===== src/rtl/adcfifo_ctrl.sv =====
// ADC sample FIFO controller: drives a 64x16 two-port RAM and hides its 1-cycle
// read latency behind a 2-entry first-word-fall-through output stage.
module adcfifo_ctrl #(
  parameter int DATA_WIDTH  = 16,
  parameter int ADDR_WIDTH  = 6,
  parameter int AFULL_LEVEL = 48
) (
  input  logic                  CLK,
  input  logic                  RESET_N,
  input  logic                  CLR,
  input  logic                  WE,
  input  logic [DATA_WIDTH-1:0] DATA_IN,
  output logic                  FULL,
  output logic                  AFULL,
  output logic                  OVERFLOW,
  output logic                  RD_VALID,
  input  logic                  RD_READY,
  output logic [DATA_WIDTH-1:0] RD_DATA,
  output logic [ADDR_WIDTH:0]   COUNT,
  output logic [DATA_WIDTH-1:0] RAM_WD,
  output logic [ADDR_WIDTH-1:0] RAM_WADDR,
  output logic                  RAM_WEN,
  output logic [ADDR_WIDTH-1:0] RAM_RADDR,
  output logic                  RAM_REN,
  input  logic [DATA_WIDTH-1:0] RAM_RD
);

  localparam int DEPTH = 1 << ADDR_WIDTH;
  localparam logic [ADDR_WIDTH:0] RAM_FULL  = (ADDR_WIDTH+1)'(DEPTH);
  localparam logic [ADDR_WIDTH:0] AFULL_THR = (ADDR_WIDTH+1)'(AFULL_LEVEL);

  logic [ADDR_WIDTH-1:0] wptr, rptr;
  logic [ADDR_WIDTH:0]   ram_cnt, count, count_nxt;
  logic                  inflight, overflow, afull;
  logic [1:0]            stage_cnt, held, pending;
  logic [DATA_WIDTH-1:0] stage0, stage1;
  logic                  full, accept, pop, issue;

  assign held    = stage_cnt + {1'b0, inflight};
  assign pop     = (stage_cnt != 2'd0) & RD_READY;
  assign pending = held - {1'b0, pop};
  assign full    = (ram_cnt == RAM_FULL) && (held == 2'd2);
  // Writes are blocked while reset is held so the RAM never sees a stray push.
  assign accept  = WE & ~full & ~CLR & RESET_N;
  assign issue   = ~CLR & (ram_cnt != '0) & (pending < 2'd2);

  always_comb begin
    count_nxt = count + (ADDR_WIDTH+1)'(accept) - (ADDR_WIDTH+1)'(pop);
    if (CLR) count_nxt = '0;
  end

  always_ff @(posedge CLK or negedge RESET_N) begin
    if (!RESET_N) begin
      wptr      <= '0;
      rptr      <= '0;
      ram_cnt   <= '0;
      inflight  <= 1'b0;
      stage_cnt <= 2'd0;
      stage0    <= '0;
      stage1    <= '0;
      overflow  <= 1'b0;
      count     <= '0;
      afull     <= 1'b0;
    end else if (CLR) begin
      wptr      <= '0;
      rptr      <= '0;
      ram_cnt   <= '0;
      inflight  <= 1'b0;
      stage_cnt <= 2'd0;
      overflow  <= 1'b0;
      count     <= '0;
      afull     <= 1'b0;
    end else begin
      if (accept) wptr <= wptr + ADDR_WIDTH'(1);
      if (issue)  rptr <= rptr + ADDR_WIDTH'(1);
      ram_cnt  <= ram_cnt + (ADDR_WIDTH+1)'(accept) - (ADDR_WIDTH+1)'(issue);
      inflight <= issue;
      if (WE & full) overflow <= 1'b1;
      count <= count_nxt;
      afull <= (count_nxt >= AFULL_THR);
      // The issue rule guarantees a capture never lands on a full stage.
      case ({inflight, pop})
        2'b01: begin
          stage0    <= stage1;
          stage_cnt <= stage_cnt - 2'd1;
        end
        2'b10: begin
          if (stage_cnt == 2'd0) stage0 <= RAM_RD;
          else                   stage1 <= RAM_RD;
          stage_cnt <= stage_cnt + 2'd1;
        end
        2'b11: begin
          if (stage_cnt == 2'd1) begin
            stage0 <= RAM_RD;
          end else begin
            stage0 <= stage1;
            stage1 <= RAM_RD;
          end
        end
        default: ;
      endcase
    end
  end

  assign FULL      = full;
  assign AFULL     = afull;
  assign OVERFLOW  = overflow;
  assign RD_VALID  = (stage_cnt != 2'd0);
  assign RD_DATA   = stage0;
  assign COUNT     = count;
  assign RAM_WD    = DATA_IN;
  assign RAM_WADDR = wptr;
  assign RAM_WEN   = accept;
  assign RAM_RADDR = rptr;
  assign RAM_REN   = issue;

endmodule


===== config.mk =====
export PLATFORM = sky130hd
export DESIGN_NAME = adcfifo_ctrl
export DESIGN_NICKNAME = d
export VERILOG_FILES = /design/src/rtl/adcfifo_ctrl.sv
export SDC_FILE = /design/constraint.sdc
export NUM_CORES = 1
export LEC_CHECK = 0
export ABC_AREA = 1
export CAP_MARGIN = 20
export CORE_ASPECT_RATIO = 1.5
export CORE_MARGIN = 4
export CORE_UTILIZATION = 30
export DETAILED_ROUTE_END_ITERATION = 6
export DONT_BUFFER_PORTS = 1
export MAX_ROUTING_LAYER = met4
export PLACE_DENSITY_LB_ADDON = 0.2
export SLEW_MARGIN = 20
export SYNTH_ARGS = -nofsm -noshare
export SYNTH_HDL_FRONTEND = slang
export SYNTH_SLANG_ARGS = --single-unit

===== constraint.sdc =====
create_clock -name CLK -period 3.3 [get_ports CLK]
set_input_delay 0.495 -clock CLK [delete_from_list [all_inputs] [get_ports CLK]]
set_output_delay 0.495 -clock CLK [all_outputs]
set_load 0.05 [all_outputs]

==> flow_summary_export.csv <==
group,metric,value,unit
placed_design,post_dp_cell_area,0.00358,mm2
clock_network,cts_setup_buffers,0,
setup_path,critPathBufInv,4,
final_layout,nets,477,
floorplan,rows,48,
sta,setup_tns,0,ns
power,internal_power,2.44,mW
drt,first_iter_violations,97,
setup_path,crit_type,"register to register",
final_layout,finalInstanceArea,0.00395,mm2
clock_network,clkLatencyLatePin,0.32,ns
final_layout,layout_commonest_cell,"nand2_1",
sta,rsz0062_at_grt,"no",
power,power_leakage,1.97,nW
power,peakVddDrop,0.000393,V
floorplan,io_pins,94,
global_route,grt_max_degree,64,
drt,vias_per_cell,4.56,
status,status,"finished, final reports clean",
sta,slew_headroom,54.7,%
synth,synthDistinctLibCells,34,
synth,netlist_area,0.00354,mm2
synth,ys_seq_area_share,44.6,%
final_layout,layout_common_cells,"79 x nand2_1, 63 x dfrtp_1, 60 x inv_1",
global_route,antenna_found_initial,0,
power,power_density,1160,mW/mm2
setup_path,required,3.50,ns
sta,tightest_slew,0.678,ns
synth,synth_cells,427,
synth,mappedNetlistNets,487,
power,pwr-share-clk,23.2,%
setup_path,cp_common_cell,"nand2_1",
clock_network,cts_buffer_depth,2,
clock_network,clkSinkCount,63,
run,maxCapViolCount,0,
final_layout,diodes,0,
clock_network,cts_hold_buf,1,
sta,worst_slack,0.376,ns
min_path,hold_path_class,"input port to asynchronous set/reset pin",
synth,syn_avg_cell_area,8.28,um2
setup_path,path_cells,"inv_1 -> ha_1 -> inv_2 -> nand2_4 -> nor2_1 -> nand2_1 -> nand2_1 -> nor2_2 -> ha_1 -> inv_1 -> ha_1 -> fa_1 -> nand2_1 -> inv_1 -> o21ai_0 -> nand2_1 -> o21ai_0 -> a21oi_1",
sta,max_freq,0.342,GHz
clock_network,cts-buffers-inserted,9,
global_route,grt_use_total,11.9,%
setup_path,critPathMaxStageDelay,0.45,ns
floorplan,die_area,0.0136,mm2
sta,slew_violations,0,
sta,finalSetupViolations,0,
floorplan,chipWidth,96.6,um
global_route,grt-ovfl-total,0,
placed_design,gp_congestion,0.775,
final_layout,drive_above_1_share,10.2,%
setup_path,critPathCaptureType,"register",
sta,fin_skew,0.00672,ns
placed_design,place_hpwl,5.38,mm
sta,period_minus_slack,2.92,ns
setup_path,cp-start-kind,"register",
drt,drc,0,
setup_path,cp_slowest_cell,"fa_1",
setup_path,r2r_slack,0.38,ns
synth,synth-warning-count,0,
drt,dr_total_vias,2606,
synth,ys_async_sr_fraction,100,%
floorplan,die-height,141,um
floorplan,initial_utilization,30.7,%
setup_path,crit_arrival,3.13,ns
power,p_switching,2.16,mW
placed_design,preCtsSetupSlack,0.381,ns
floorplan,core_area,0.0115,mm2
synth,synth_edf_count,0,
synth,ys_seq_elements,63,
clock_network,root_buffer,"clkbuf_16",
synth,synth_ff_type,"dfrtp_1",
sta,hold_violations,0,
final_layout,syn_to_final_growth,11.7,%
drt,dr.pass1.iters,5,
global_route,grt_pass1_wl,12.6,mm
drt,routed_wl,7.54,mm
power,p_seq_share,41.2,%
drt,final_antenna_net_count,0,
clock_network,path_clk_slew,0.06,ns
clock_network,cts_max_level,3,
power,p_sw_share,47.0,%
global_route,grt_pass1_vias,2523,
setup_path,crit_family,"adder cells",
drt,wl_per_cell,13.2,um
sta,timing.final.crit_share,88.6,%
placed_design,numPortBuffers,0,
clock_network,cts.repair.resized,0,
clock_network,cts_tree,"done",
power,combPwrFrac,35.6,%
setup_path,cp_max_fo,7,
-- flip-flops by register name (all words and copies together) (netlist names) --
register   cells
inflight       1
stage_cnt      2
OVERFLOW       1
stage1        16
COUNT          7
RD_DATA       16
ram_cnt        7
RAM_WADDR      6
RAM_RADDR      6
AFULL          1
-- logic make-up (layout without fill, tap and decap cells) --
group           Yosys count  in the layout  share of synthesized area [%]
fa+ha+maj                23             23                           8.56
flops                    63             63                           44.6
buf+inv                  90             85                           11.9
simple gates            176            176                           22.2
xor+xnor                 10             10                           2.48
compound gates           65             65                           10.3
-- per-layer routing --
metal | share of wire [%] | up-vias | global-route usage (%) | routed length (um)
met5 | 0 | - | - | 0
met1 | 42 | 1198 | 13.2 | 3160
met2 | 50 | 66 | 19.1 | 3750
met3 | 6.6 | 9 | 3.86 | 495
met4 | 1.8 | 0 | 5.92 | 138
li1 | - | 1333 | - | -
-- power by group through the flow --
stage / clock [mW] / sequential, mW / combinational, mW
after floorplan: 0 / 1.85 / 1.41
after global placement: 0 / 1.92 / 1.61
after detailed placement: 0 / 1.93 / 1.64
after CTS: 1.10 / 1.91 / 1.67
after global routing: 1.14 / 1.94 / 1.94
final: 1.07 / 1.90 / 1.64
-- worst paths after layout --
path                         startpoint           to  cells past startpoint
max in group asynchronous       RESET_N  RD_DATA[10]                      1
hold reg to reg               stage1[9]    stage1[9]                      2
setup reg to reg           stage_cnt[1]   ram_cnt[4]                     18
min in group CLK                    CLR     COUNT[5]                      1
setup / recovery           stage_cnt[1]   ram_cnt[4]                     18
hold / removal                  RESET_N   RD_DATA[1]                      1
-- synth_stat cells (6+ instances only) --
library cell,count,area [um2]
dfrtp_1,63,1580
a21oi_1,13,65.1
a31oi_1,16,100
xor2_1,8,70.1
nand3_1,25,125
nor2_1,42,158
nand2_1,79,297
inv_1,60,225
o21ai_0,29,145
ha_1,21,263
buf_4,16,120
or2_2,12,75.1
buf_2,6,30.0
-- through the flow --
| step | hold slack [ns] | cells | utilization, % | total power, mW |
|---|---|---|---|---|
| 2_1_floorplan | 0.199 | 427 | - | 3.26 |
| 3_3_place_gp | 0.201 | 555 | 31.1 | 3.53 |
| 3_5_place_dp | 0.201 | 555 | 31.1 | 3.57 |
| 4_1_cts | 0.0530 | 572 | 34.3 | 4.69 |
| 5_1_grt | 0.0690 | 572 | 34.3 | 5.02 |
| 6_report | 0.0491 | 572 | 34.3 | 4.60 |
-- cell type report --
class | instances | area (um2)
Fill cell | 1242 | 7580
Sequential cell | 63 | 1580
Multi-Input combinational cell | 274 | 1540
Clock buffer | 12 | 267
Inverter | 62 | 233
Tap cell | 150 | 188
Clock inverter | 4 | 76.3
Timing Repair Buffer | 7 | 72.6
-- worst reg2reg max path: stages, from the launching register on --
cell     delay (ns)
dfrtp_1        0.40
inv_1          0.10
ha_1           0.21
inv_2          0.09
nand2_4        0.08
nor2_1         0.13
nand2_1        0.10
nand2_1        0.11
nor2_2         0.05
ha_1           0.28
inv_1          0.04
ha_1           0.21
fa_1           0.45
nand2_1        0.08
inv_1          0.04
o21ai_0        0.14
nand2_1        0.09
o21ai_0        0.17
a21oi_1        0.06
(Power assumes the default switching activity.)
